===== src/rtl/instr_queue_pkg.sv =====
// rtl/instr_queue_pkg.sv - shared widths and entry layout for the instruction queue
package instr_queue_pkg;

    localparam int DATA_W           = 32;
    localparam int IQ_DEPTH_LOG_DEF = 4;
    localparam int IQ_ENTRY_W       = 2 * DATA_W + 1;

    // One queued instruction; pred_taken is the MSB of the 65-bit entry.
    typedef struct packed {
        logic              pred_taken;
        logic [DATA_W-1:0] pc;
        logic [DATA_W-1:0] instr;
    } iq_entry_t;

endpackage


===== src/rtl/instr_queue.sv =====
// rtl/instr_queue.sv - in-order FWFT instruction queue between fetch and issue
module instr_queue
    import instr_queue_pkg::*;
#(
    parameter int IQ_DEPTH_LOG = IQ_DEPTH_LOG_DEF,
    parameter int FULL_SLACK   = 1
) (
    input  logic              clk,
    input  logic              rst,
    input  logic              rdy,
    input  logic              flush,
    input  logic              in_valid,
    input  logic [DATA_W-1:0] in_instr,
    input  logic [DATA_W-1:0] in_pc,
    input  logic              in_pred_taken,
    output logic              is_full,
    input  logic              out_ready,
    output logic              out_valid,
    output logic [DATA_W-1:0] out_instr,
    output logic [DATA_W-1:0] out_pc,
    output logic              out_pred_taken,
    output logic              overflow
);

    localparam int DEPTH = 1 << IQ_DEPTH_LOG;
    localparam logic [IQ_DEPTH_LOG:0] DEPTH_C  = (IQ_DEPTH_LOG+1)'(DEPTH);
    localparam logic [IQ_DEPTH_LOG:0] FULL_THR = (IQ_DEPTH_LOG+1)'(DEPTH - FULL_SLACK);

    logic [IQ_ENTRY_W-1:0]   r_mem [DEPTH];
    logic [IQ_DEPTH_LOG-1:0] r_head;
    logic [IQ_DEPTH_LOG-1:0] r_tail;
    logic [IQ_DEPTH_LOG:0]   r_count;
    logic                    r_overflow;

    logic                    w_active;
    logic                    w_pop;
    logic                    w_push;
    logic                    w_drop;
    logic [IQ_DEPTH_LOG:0]   w_count_next;
    iq_entry_t               w_in_entry;
    iq_entry_t               w_head_entry;

    // A frozen (rdy=0) or flushing cycle neither pushes nor pops.
    assign w_active = rdy & ~flush;
    assign w_pop    = w_active & out_valid & out_ready;
    assign w_push   = w_active & in_valid & ((r_count < DEPTH_C) | w_pop);
    assign w_drop   = w_active & in_valid & ~w_push;

    assign w_in_entry   = '{pred_taken: in_pred_taken, pc: in_pc, instr: in_instr};
    assign w_head_entry = iq_entry_t'(r_mem[r_head]);

    assign out_valid      = (r_count != '0);
    assign is_full        = (r_count >= FULL_THR);
    assign out_instr      = w_head_entry.instr;
    assign out_pc         = w_head_entry.pc;
    assign out_pred_taken = w_head_entry.pred_taken;
    assign overflow       = r_overflow;

    // Occupancy update: a push and pop in the same cycle cancel out.
    always_comb begin
        w_count_next = r_count;
        unique case ({w_push, w_pop})
            2'b10:   w_count_next = r_count + 1'b1;
            2'b01:   w_count_next = r_count - 1'b1;
            default: w_count_next = r_count;
        endcase
    end

    // Pointer, occupancy and sticky overflow state; flush empties the queue.
    always_ff @(posedge clk or posedge rst) begin
        if (rst) begin
            r_head     <= '0;
            r_tail     <= '0;
            r_count    <= '0;
            r_overflow <= 1'b0;
        end else if (rdy) begin
            if (flush) begin
                r_head  <= '0;
                r_tail  <= '0;
                r_count <= '0;
            end else begin
                if (w_push) r_tail <= r_tail + 1'b1;
                if (w_pop)  r_head <= r_head + 1'b1;
                r_count <= w_count_next;
                if (w_drop) r_overflow <= 1'b1;
            end
        end
    end

    // Entry storage is not reset; validity comes from the occupancy count.
    always_ff @(posedge clk) begin
        if (w_push) r_mem[r_tail] <= w_in_entry;
    end

endmodule


===== config.mk =====
export PLATFORM = sky130hd
export DESIGN_NAME = instr_queue
export DESIGN_NICKNAME = d
export VERILOG_FILES = /design/src/rtl/instr_queue_pkg.sv /design/src/rtl/instr_queue.sv
export SDC_FILE = /design/constraint.sdc
export NUM_CORES = 1
export LEC_CHECK = 0
export CAP_MARGIN = 10
export CORE_AREA = 4 4 264 266
export CTS_CLUSTER_SIZE = 12
export DETAILED_ROUTE_END_ITERATION = 8
export DIE_AREA = 0 0 268 270
export GPL_ROUTABILITY_DRIVEN = 0
export PLACE_DENSITY = 0.78
export SLEW_MARGIN = 40
export SYNTH_ARGS = -nofsm -noshare
export SYNTH_HDL_FRONTEND = slang
export SYNTH_SLANG_ARGS = --single-unit

===== constraint.sdc =====
create_clock -name clk -period 4.3 [get_ports clk]
set_clock_uncertainty 0.15 [all_clocks]
set_input_delay 1.075 -clock clk [delete_from_list [all_inputs] [get_ports clk]]
set_output_delay 1.075 -clock clk [all_outputs]
set_load 0.02 [all_outputs]

==> results.py <==
metrics = {
    "outcome": {
        "status": "completed",
    },
    "clock_network": {
        "cts-root-buf": "clkbuf_16",
        "cts_tree": "built",
        "clk_pin_slew_ns": 0.06,
        "cts_made_buffers": 101,
        "ctsHoldBuffers": 0,
        "cts.sinks": 1054,
        "clockBufferDepth": 3,
        "htree_levels": 3,
        "insertion_delay_ns": 0.65,
    },
    "timing": {
        "slew_violations": 0,
        "rsz0062_at_grt": "yes",
        "post-route-period-util_pct": 99.3,
        "tns_ns": 0,
        "period_minus_slack_ns": 4.27,
        "worst_slack_ns": 0.0311,
        "slew_headroom_pct": 43.1,
        "hold_viol_final": 0,
        "setup_violations": 0,
        "max_freq_mhz": 234,
        "worst_slew_pin_slew_ns": 0.853,
    },
    "die": {
        "die_h_um": 270,
        "ios": 139,
        "die_w_um": 268,
        "start_util_pct": 59.6,
        "core_mm2": 0.0670,
        "dieArea_mm2": 0.0724,
        "row_count": 95,
    },
    "worst_setup_path": {
        "critPathSlowestCell": "dfrtp_4",
        "critical_path_required_ns": 3.07,
        "crit_family": "multiplexers",
        "worstPathArrival_ns": 3.04,
        "worstSetupEndpointType": "output pin",
        "max_stage_delay_ns": 0.52,
        "path_cells": "buf_12, bufbuf_16, mux4_2, mux4_2, dlygate4sd2_1",
        "cp-start-kind": "flop",
        "cpMostUsedCell": "mux4_2",
        "worst-path-buf-inv": 3,
        "cp_max_fo": 16,
        "path_class": "flop to output pin",
    },
    "synth": {
        "synth_top_cells_by_area": "edfxtp_1 (78%), mux4_2 (18%), dfrtp_1 (0.88%)",
        "synthAdderAreaFrac_pct": 0.301,
        "synth_top_family_by_area": "multiplexers",
        "synth_xor_area_share_pct": 0.0438,
        "synth-seq-cells": 1054,
        "synth_common_cells": "edfxtp_1 (1,040), mux4_2 (325), clkbuf_1 (40), buf_2 (25), and2_1 (16)",
        "synth_seq_area_share_pct": 79.0,
        "ys_types": 35,
        "syn_area_mm2": 0.0400,
        "synth-main-ff-cell": "edfxtp_1",
        "syn_area_per_cell_um2": 25.6,
        "synth_edf_count": 1040,
        "synth-compound-area-share_pct": 0.526,
        "async_flop_share_pct": 1.33,
        "yosys.area_share.simple_pct": 0.726,
        "yosysTopAreaCellShare_pct": 78.2,
        "synthCells": 1558,
        "syn_nets": 1638,
        "yosysMostFrequentCell": "edfxtp_1",
        "synthMuxAreaShare_pct": 18.3,
        "yosys.area.top_type": "edfxtp_1",
        "synth-warning-count": 0,
    },
    "grt": {
        "grt_max_degree": 71,
        "antenna_found_initial": 11,
        "grt_pass1_vias": 19612,
        "overflow": 0,
        "grt_pass1_wl_mm": 137,
        "grt.total_usage_pct": 26.5,
    },
    "route": {
        "ant_nets": 0,
        "drtIter0Drc": 2476,
        "vias": 18892,
        "viasPerCell": 6.91,
        "drt_wl_total_mm": 95.0,
        "drc_errors": 0,
        "first_pass_iters": 5,
        "wire_per_inst_um": 34.7,
    },
    "finish": {
        "layout.cells.non_filler": 2733,
        "drive_gt1_share_pct": 29.7,
        "area_growth_pct": 15.9,
        "nNetsFinal": 1887,
    },
    "min_path": {
        "hold_path.class": "flop to flop",
    },
    "pwr": {
        "p_leak_uw": 0.0142,
        "vdd_drop_max_mv": 0.321,
        "power_density_mw_per_mm2": 519,
    },
    "placed_design": {
        "place_ws_ns": 0.326,
        "post-place-cells": 2565,
        "hpwlAfterDp_mm": 44.1,
        "io_buffers": 138,
    },
    "job": {
        "drv_cap": 0,
    },
}
[area by class of cell]
cell class / instances / area (µm²)
inverters: 10 / 37.5
clock buffers: 132 / 2710
repair buffers: 221 / 2780
multi-input cells: 419 / 8000
fillers: 3802 / 20700
well taps: 873 / 1090
flip-flops and latches: 1054 / 31600
diodes: 8 / 20.0
clock inverters: 16 / 101
[tightest hold or removal path, stage by stage (launching register included)]
cell and delay, ns:
dfrtp_1 0.37, inv_1 0.05, o31ai_1 0.07
[sequential cells by signal (all words and copies together), names as in the netlist]
| signal | cells |
|---|---|
| overflow | 1 |
| r_count | 5 |
| r_head | 4 |
| r_mem | 1040 |
| r_tail | 4 |
[per-layer routing]
layer | vias to the layer above | wire (µm) | global-route usage (%)
met5 | - | 10 | 0
met4 | 2 | 3110 | 9.54
met3 | 193 | 9140 | 5.27
met2 | 1284 | 49600 | 43.3
met1 | 10107 | 33100 | 36.6
li1 | 7306 | - | -
[placed cells by master, fill, tap and decap left out, types with 5 or more instances in the layout]
cell type / instances
and2_4: 16
buf_12: 46
buf_16: 8
buf_4: 22
clkbuf_1: 27
clkbuf_16: 104
clkbuf_2: 6
clkdlybuf4s15_1: 9
clkdlybuf4s50_1: 74
clkinv_1: 7
clkinv_2: 5
dfrtp_1: 10
diode_2: 8
dlygate4sd2_1: 48
edfxtp_1: 1040
ha_1: 8
inv_1: 10
mux4_2: 325
nand2_1: 12
nor3_1: 5
o21ai_0: 11
[cell families after synthesis]
group	after synthesis
flops	1054
mux	325
buf+inv	85
simple gates	53
compound gates	30
fa+ha+maj	9
xor+xnor	2
[through the flow]
step                      hold slack (ns)  util (%)  power, µW  instance area, µm²
after global routing                0.402      69.1      24900               46300
after global placement              0.342      64.5      16100               43300
after floorplan                     0.347         -      14700               40000
final                               0.377      69.1      24100               46300
after CTS                           0.386      69.0      24100               46300
after detailed placement            0.360      64.5      16100               43300
[what timing repair did]
action / CTS / global route
buffers inserted: 5 / 1
setup endpoints to repair: 61 / 24
gates resized for setup: 77 / 23
gates cloned: 5 / 1
pin swaps: 0 / 0
[worst paths after layout]
check | from | to | slack [ns] | depth (start not counted)
setup / recovery | r_head[0]$_DFFE_PP0P_ | out_instr[17] | 0.03 | 5
hold / removal | overflow$_DFFE_PP0P_ | overflow$_DFFE_PP0P_ | 0.38 | 2
setup reg to reg | r_count[0]$_DFFE_PP0P_ | r_count[4]$_DFFE_PP0P_ | 1.46 | 10
hold reg to reg | overflow$_DFFE_PP0P_ | overflow$_DFFE_PP0P_ | 0.38 | 2
max in group asynchronous | rst | r_head[2]$_DFFE_PP0P_ | 2.88 | 2
min in group asynchronous | rst | r_count[2]$_DFFE_PP0P_ | 0.64 | 2
[where the power goes]
group	internal, µW	switching (µW)
Sequential	11400	89.3
Combinational	2520	2150
Clock	4350	3520
Total	18300	5760
No activity file was read; power rests on OpenSTA's default activity.
